===== src/rtl/lpm_inpad_ctrl_pkg.sv =====
// lpm_inpad_ctrl_pkg: shared types and helpers for the pad debounce controller.
package lpm_inpad_ctrl_pkg;

   // Debounce FSM states
   typedef enum logic [1:0] {
      IDLE   = 2'd0,
      SETTLE = 2'd1,
      REPORT = 2'd2
   } state_t;

   // Counter width that holds 0..debounce without wrapping: ceil(log2(debounce+1))
   function automatic int cnt_width(input int debounce);
      return (debounce < 1) ? 1 : $clog2(debounce + 1);
   endfunction

endpackage


===== src/rtl/lpm_inpad_sync.sv =====
// lpm_inpad_sync: per-bit 2-flop synchronizer for the raw pad vector.
// Honours clken so the whole controller freezes together when disabled.
module lpm_inpad_sync #(
   parameter int lpm_width = 1
) (
   input  logic                 clock,
   input  logic                 aclr,
   input  logic                 clken,
   input  logic [lpm_width-1:0] pad,
   output logic [lpm_width-1:0] sync_q
);

   genvar gi;
   generate
      for (gi = 0; gi < lpm_width; gi++) begin : g_bit
         logic meta_reg;
         logic sync_reg;

         // Two-stage capture of one asynchronous pad bit
         always_ff @(posedge clock or posedge aclr) begin
            if (aclr) begin
               meta_reg <= 1'b0;
               sync_reg <= 1'b0;
            end else if (clken) begin
               meta_reg <= pad[gi];
               sync_reg <= meta_reg;
            end
         end

         assign sync_q[gi] = sync_reg;
      end
   endgenerate

endmodule


===== src/rtl/lpm_inpad_ctrl.sv =====
// lpm_inpad_ctrl: debounces a pad vector and reports changes through a
// valid/ready event interface. A change must persist for lpm_debounce enabled
// cycles before it is accepted; while an event waits for the consumer, new pad
// activity is deferred until the event has been taken.
// Optional interrupt output: define LPM_INPAD_CTRL_IRQ_EN to add irq/irq_clr.
module lpm_inpad_ctrl
   import lpm_inpad_ctrl_pkg::*;
#(
   parameter string lpm_type     = "lpm_inpad_ctrl",
   parameter int    lpm_width    = 1,
   parameter int    lpm_debounce = 4,
   parameter string lpm_hint     = "UNUSED"
) (
   input  logic                 clock,
   input  logic                 aclr,
   input  logic                 clken,
   input  logic [lpm_width-1:0] pad,
   output logic [lpm_width-1:0] result,
   output logic [lpm_width-1:0] chg_mask,
   output logic                 chg_valid,
   input  logic                 chg_ready
`ifdef LPM_INPAD_CTRL_IRQ_EN
   ,
   input  logic                 irq_clr,
   output logic                 irq
`endif
);

   localparam int                CW       = cnt_width(lpm_debounce);
   localparam logic [CW-1:0]     CNT_LAST = CW'(lpm_debounce - 1);

   // Elaboration-time guard on the legal parameter ranges
   generate
      if (lpm_width < 1 || lpm_width > 32 || lpm_debounce < 1 || lpm_debounce > 65535
          || lpm_type == "" || lpm_hint == "") begin : g_bad_param
         $error("%s (%s): parameter out of range", lpm_type, lpm_hint);
      end
   endgenerate

   logic [lpm_width-1:0] sync_q;

   state_t               state_reg,  state_next;
   logic [lpm_width-1:0] cand_reg,   cand_next;
   logic [CW-1:0]        cnt_reg,    cnt_next;
   logic [lpm_width-1:0] result_reg, result_next;
   logic [lpm_width-1:0] mask_reg,   mask_next;
   logic                 valid_reg,  valid_next;
   logic                 event_set;

   lpm_inpad_sync #(
      .lpm_width (lpm_width)
   ) u_sync (
      .clock  (clock),
      .aclr   (aclr),
      .clken  (clken),
      .pad    (pad),
      .sync_q (sync_q)
   );

   // Next-state and datapath decisions of the debounce FSM
   always_comb begin
      state_next  = state_reg;
      cand_next   = cand_reg;
      cnt_next    = cnt_reg;
      result_next = result_reg;
      mask_next   = mask_reg;
      valid_next  = valid_reg;
      event_set   = 1'b0;
      case (state_reg)
         IDLE: begin
            if (sync_q != result_reg) begin
               cand_next  = sync_q;
               cnt_next   = '0;
               state_next = SETTLE;
            end
         end
         SETTLE: begin
            if (sync_q == result_reg) begin
               // Glitch vanished before it was accepted
               state_next = IDLE;
            end else if (sync_q != cand_reg) begin
               // Pad moved again: restart the stability window on the new value
               cand_next = sync_q;
               cnt_next  = '0;
            end else if (cnt_reg == CNT_LAST) begin
               result_next = cand_reg;
               mask_next   = cand_reg ^ result_reg;
               valid_next  = 1'b1;
               event_set   = 1'b1;
               state_next  = REPORT;
            end else begin
               cnt_next = cnt_reg + CW'(1);
            end
         end
         REPORT: begin
            // Pad is ignored here; IDLE re-evaluates it after the handshake
            if (chg_ready) begin
               valid_next = 1'b0;
               state_next = IDLE;
            end
         end
         default: begin
            state_next = IDLE;
         end
      endcase
   end

   // FSM and datapath registers, frozen while clken is low
   always_ff @(posedge clock or posedge aclr) begin
      if (aclr) begin
         state_reg  <= IDLE;
         cand_reg   <= '0;
         cnt_reg    <= '0;
         result_reg <= '0;
         mask_reg   <= '0;
         valid_reg  <= 1'b0;
      end else if (clken) begin
         state_reg  <= state_next;
         cand_reg   <= cand_next;
         cnt_reg    <= cnt_next;
         result_reg <= result_next;
         mask_reg   <= mask_next;
         valid_reg  <= valid_next;
      end
   end

   assign result    = result_reg;
   assign chg_mask  = mask_reg;
   assign chg_valid = valid_reg;

`ifdef LPM_INPAD_CTRL_IRQ_EN
   logic irq_reg;

   // Sticky interrupt: set on each accepted event, set beats a coincident clear
   always_ff @(posedge clock or posedge aclr) begin
      if (aclr) begin
         irq_reg <= 1'b0;
      end else if (clken) begin
         if (event_set) begin
            irq_reg <= 1'b1;
         end else if (irq_clr) begin
            irq_reg <= 1'b0;
         end
      end
   end

   assign irq = irq_reg;
`else
   logic unused_event;
   assign unused_event = event_set;
`endif

endmodule


===== config.mk =====
export PLATFORM = sky130hd
export DESIGN_NAME = lpm_inpad_ctrl
export DESIGN_NICKNAME = d
export VERILOG_FILES = /design/src/rtl/lpm_inpad_ctrl_pkg.sv /design/src/rtl/lpm_inpad_sync.sv /design/src/rtl/lpm_inpad_ctrl.sv
export SDC_FILE = /design/constraint.sdc
export NUM_CORES = 1
export LEC_CHECK = 0
export CAP_MARGIN = 0
export CORE_AREA = 2 2 39 41
export CTS_BUF_LIST = sky130_fd_sc_hd__clkbuf_16
export DETAILED_ROUTE_END_ITERATION = 7
export DIE_AREA = 0 0 41 43
export PLACE_DENSITY = 0.72
export SETUP_SLACK_MARGIN = 0.2
export SLEW_MARGIN = 40
export SYNTH_ARGS = -nofsm -noshare
export SYNTH_HDL_FRONTEND = slang
export SYNTH_SLANG_ARGS = --single-unit

===== constraint.sdc =====
create_clock -name clock -period 2.17 [get_ports clock]
set_input_delay 0.3255 -clock clock [delete_from_list [all_inputs] [get_ports clock]]
set_output_delay 0.3255 -clock clock [all_outputs]
set_load 0.02 [all_outputs]

==> impl_metrics.prom <==
# TYPE chip_impl_metric gauge
chip_impl_info{name="outcome",value="complete, no violations"} 1
chip_impl_metric{name="start_util",unit="%"} 40.78
chip_impl_metric{name="clk_path_buf_depth",unit=""} 2
chip_impl_metric{name="numClockSinks",unit=""} 11
chip_impl_metric{name="placed_cells_incl_taps",unit=""} 70
chip_impl_metric{name="grt_first_pass_wirelength",unit="microns"} 1476
chip_impl_metric{name="ir_drop",unit="mV"} 0.5474
chip_impl_metric{name="finalHoldViolations",unit=""} 0
chip_impl_metric{name="drtAntennaViolNets",unit=""} 0
chip_impl_info{name="critical_path.startpoint_type",value="flop"} 1
chip_impl_metric{name="post_route_cells_drive_above_1_share",unit="%"} 13.79
chip_impl_info{name="holdCritPathClass",value="in2async"} 1
chip_impl_metric{name="crit_required",unit="ns"} 2.32
chip_impl_metric{name="clkLatencyLatePin",unit="ns"} 0.23
chip_impl_metric{name="postSynthNetCount",unit=""} 56
chip_impl_metric{name="grt_start_max_net_pins",unit=""} 12
chip_impl_info{name="cts_tree",value="yes"} 1
chip_impl_metric{name="antenna_cells",unit=""} 0
chip_impl_metric{name="post-route-period-util",unit="%"} 79.32
chip_impl_metric{name="cpPeakStageDelay",unit="ns"} 0.50
chip_impl_metric{name="die_area",unit="sq um"} 1763
chip_impl_metric{name="areaGrowthSynthToFinish",unit="%"} 28.60
chip_impl_metric{name="fill_cells",unit=""} 125
chip_impl_metric{name="final.hold.worst_slack",unit="ns"} 0.3868
chip_impl_metric{name="dp_hpwl",unit="microns"} 639.4
chip_impl_metric{name="cts_post_setup_buffers_inserted",unit=""} 0
chip_impl_metric{name="post_cts_hold_buffer_count",unit=""} 0
chip_impl_metric{name="static-leakage-power",unit="nW"} 0.3193
chip_impl_info{name="path_class",value="reg2reg"} 1
chip_impl_metric{name="tightestPinTransition",unit="ns"} 0.4151
chip_impl_metric{name="grt_overflow_total",unit=""} 0
chip_impl_metric{name="setup_tns",unit="ns"} 0
chip_impl_metric{name="drt_first_pass_iters",unit=""} 4
chip_impl_metric{name="grt_use_total",unit="%"} 12.64
chip_impl_info{name="cts_root_buf",value="sky130_fd_sc_hd__clkbuf_16"} 1
chip_impl_metric{name="synth-warning-count",unit=""} 0
chip_impl_metric{name="floorplan.die.width",unit="microns"} 41
chip_impl_metric{name="drcViolationCount",unit=""} 0
chip_impl_metric{name="core_region",unit="sq um"} 1384
chip_impl_metric{name="slew_headroom",unit="%"} 72.30
chip_impl_metric{name="syn_inst",unit=""} 48
chip_impl_metric{name="placementRows",unit=""} 14
chip_impl_metric{name="fin_crit",unit="ns"} 1.721
chip_impl_metric{name="design_power_total",unit="mW"} 0.7413
chip_impl_metric{name="syn_avg_cell_area",unit="sq um"} 11.76
chip_impl_metric{name="worst-endpoint-arrival",unit="ns"} 1.87
chip_impl_metric{name="via_count",unit=""} 388
chip_impl_metric{name="i_o_pin_count",unit=""} 8
chip_impl_metric{name="clock.fmax",unit="MHz"} 581.0
chip_impl_metric{name="detail_route.iter0.violations",unit=""} 4
chip_impl_metric{name="instances_no_fill",unit=""} 74
chip_impl_metric{name="nets",unit=""} 67
chip_impl_metric{name="synth_cell_type_count",unit=""} 23
chip_impl_info{name="crit_chain",value="ha_1 -> ha_1 -> nand2b_1 -> or4b_4 -> o22ai_1"} 1
chip_impl_metric{name="ys_seq_elements",unit=""} 11
chip_impl_metric{name="route.detailed.wl_per_inst",unit="microns"} 12.70
chip_impl_metric{name="gp_congestion",unit=""} 0.7145
chip_impl_info{name="crit_path_end_kind",value="flop"} 1
chip_impl_metric{name="timing_max_transition_violations_final",unit=""} 0
chip_impl_metric{name="cap_violations",unit=""} 0
chip_impl_metric{name="portBuffers",unit=""} 7
chip_impl_metric{name="via_count_of_the_first_global_routing_pass",unit=""} 362
chip_impl_metric{name="final_util",unit="%"} 52.44
chip_impl_metric{name="cts_resized",unit=""} 0
chip_impl_metric{name="clock-skew-final",unit="ns"} 0.0005679
chip_impl_metric{name="synth_seq_area_share",unit="%"} 48.78
chip_impl_info{name="slowest_stage",value="sky130_fd_sc_hd__or4b_4"} 1
chip_impl_metric{name="cts_inserted_buffers",unit=""} 3
chip_impl_metric{name="setup_viol_count_final",unit=""} 0
chip_impl_metric{name="power.density_cell_area",unit="nW/um^2"} 1021
chip_impl_metric{name="htreeDepth",unit=""} 1
chip_impl_metric{name="path_clk_slew",unit="ns"} 0.04
chip_impl_metric{name="critical_path_peak_fanout",unit=""} 3
chip_impl_info{name="crit_path_frequent_cell",value="sky130_fd_sc_hd__ha_1"} 1
chip_impl_metric{name="die_y",unit="microns"} 43
chip_impl_info{name="setup_repair_after_global_routing_missed_its_margin",value="false"} 1
chip_impl_metric{name="synthesized_cell_area",unit="sq um"} 564.3
chip_impl_metric{name="detail_route.vias_per_cell",unit=""} 5.243
chip_impl_metric{name="antenna_found_initial",unit=""} 0
chip_impl_metric{name="wl",unit="microns"} 940
chip_impl_metric{name="flip_flop_count_of_the_largest_register_after_layout",unit=""} 3
[layout make-up]
type	instances	area, sq um	share of cell area, %
sequential	11	275.3	37.93
multi-input combinational	31	262.8	36.21
clock buffer	3	75.07	10.34
timing repair buffer	7	70.07	9.655
tap	16	20.02	2.759
inverter	5	18.77	2.586
clock inverter	1	3.754	0.5172
[Yosys cell counts (all sizes together)]
cell type,n,area (sq um)
nand4b,2,17.52
o21ai,2,10.01
a32o,2,20.02
nand2,2,7.510
buf,1,7.510
nand3,1,5.000
ha,3,37.54
nor2,1,3.750
nand2b,3,18.77
and2,1,6.260
o22a,1,8.760
xnor2,2,25.03
o22ai,2,12.51
a311oi,1,8.760
o21bai,1,7.510
dfrtp,11,275.3
or4b,1,13.76
inv,5,18.77
mux2i,1,10.01
o211ai,1,7.510
a22o,1,8.760
mux2,3,33.78
[worst paths after layout]
| path | from | endpoint | slack, ns | depth (start not counted) |
|---|---|---|---|---|
| setup / recovery | cnt_reg[0] | cnt_reg[1] | 0.45 | 5 |
| hold / removal | aclr | result | 0.39 | 2 |
| setup reg to reg | cnt_reg[0] | cnt_reg[1] | 0.45 | 5 |
| hold reg to reg | cnt_reg[0] | cnt_reg[0] | 0.48 | 1 |
| max in group asynchronous | aclr | chg_mask | 1.49 | 2 |
| min in group clock | cnt_reg[0] | cnt_reg[0] | 0.48 | 1 |
[where the power goes]
part / switching [mW] / leakage [nW] / total, mW / internal (mW)
logic: 0.0639 / 0.138 / 0.144 / 0.0800
registers: 0.0350 / 0.139 / 0.273 / 0.238
clock network: 0.0831 / 0.0423 / 0.324 / 0.241
total: 0.182 / 0.319 / 0.741 / 0.559
[logic make-up (layout without fill, tap and decap cells)]
| logic type | count (synthesis) | in the layout | synth area share, % |
|---|---|---|---|
| muxes | 4 | 4 | 7.760 |
| AOI/OAI and AO/OA | 11 | 11 | 14.86 |
| adders and majority gates | 3 | 3 | 6.653 |
| and+or+nand+nor | 11 | 11 | 12.86 |
| xor gates and xnor gates | 2 | 2 | 4.436 |
| buffers and inverters | 6 | 16 | 4.657 |
| DFF | 11 | 11 | 48.78 |
[stage by stage]
| stage | worst slack [ns] | cell area, sq um |
|---|---|---|
| global placement | 0.3576 | 646.9 |
| global route | 0.3591 | 725.7 |
| detailed placement | 0.3278 | 646.9 |
| CTS | 0.4373 | 725.7 |
| finish | 0.4488 | 725.7 |
| floorplan | 0.5531 | 564.3 |
[layer usage]
layer | part of all wire, % | wire (microns) | track usage (%) | up-vias
met5 | 0 | 0 | 0 | -
met4 | 0 | 0 | 6.000 | 0
met3 | 4.0 | 38 | 3.141 | 0
met2 | 52 | 490 | 19.38 | 9
met1 | 44 | 412 | 15.97 | 183
li1 | - | - | - | 196
[cells in the final DEF (no fill, tap or decap), types with 2 or more instances in the layout]
cell                              instances
sky130_fd_sc_hd__clkdlybuf4s50_1          7
sky130_fd_sc_hd__dfrtp_1                 11
sky130_fd_sc_hd__inv_1                    6
sky130_fd_sc_hd__nand2_1                  2
sky130_fd_sc_hd__clkbuf_16                3
sky130_fd_sc_hd__nand2b_1                 3
sky130_fd_sc_hd__ha_1                     3
sky130_fd_sc_hd__a32o_1                   2
sky130_fd_sc_hd__nand4b_1                 2
sky130_fd_sc_hd__o21ai_0                  2
sky130_fd_sc_hd__mux2_2                   3
sky130_fd_sc_hd__o22ai_1                  2
[worst max-delay path: cells and delay by family, from the launching register on]
kind | cells | cell delay [ns]
AO/OA/AOI/OAI | 1 | 0.16
flip-flops | 1 | 0.38
AND/OR/NAND/NOR | 2 | 0.66
adder cells (fa/ha/maj) | 2 | 0.45
Power figures use the tool's default switching activity.
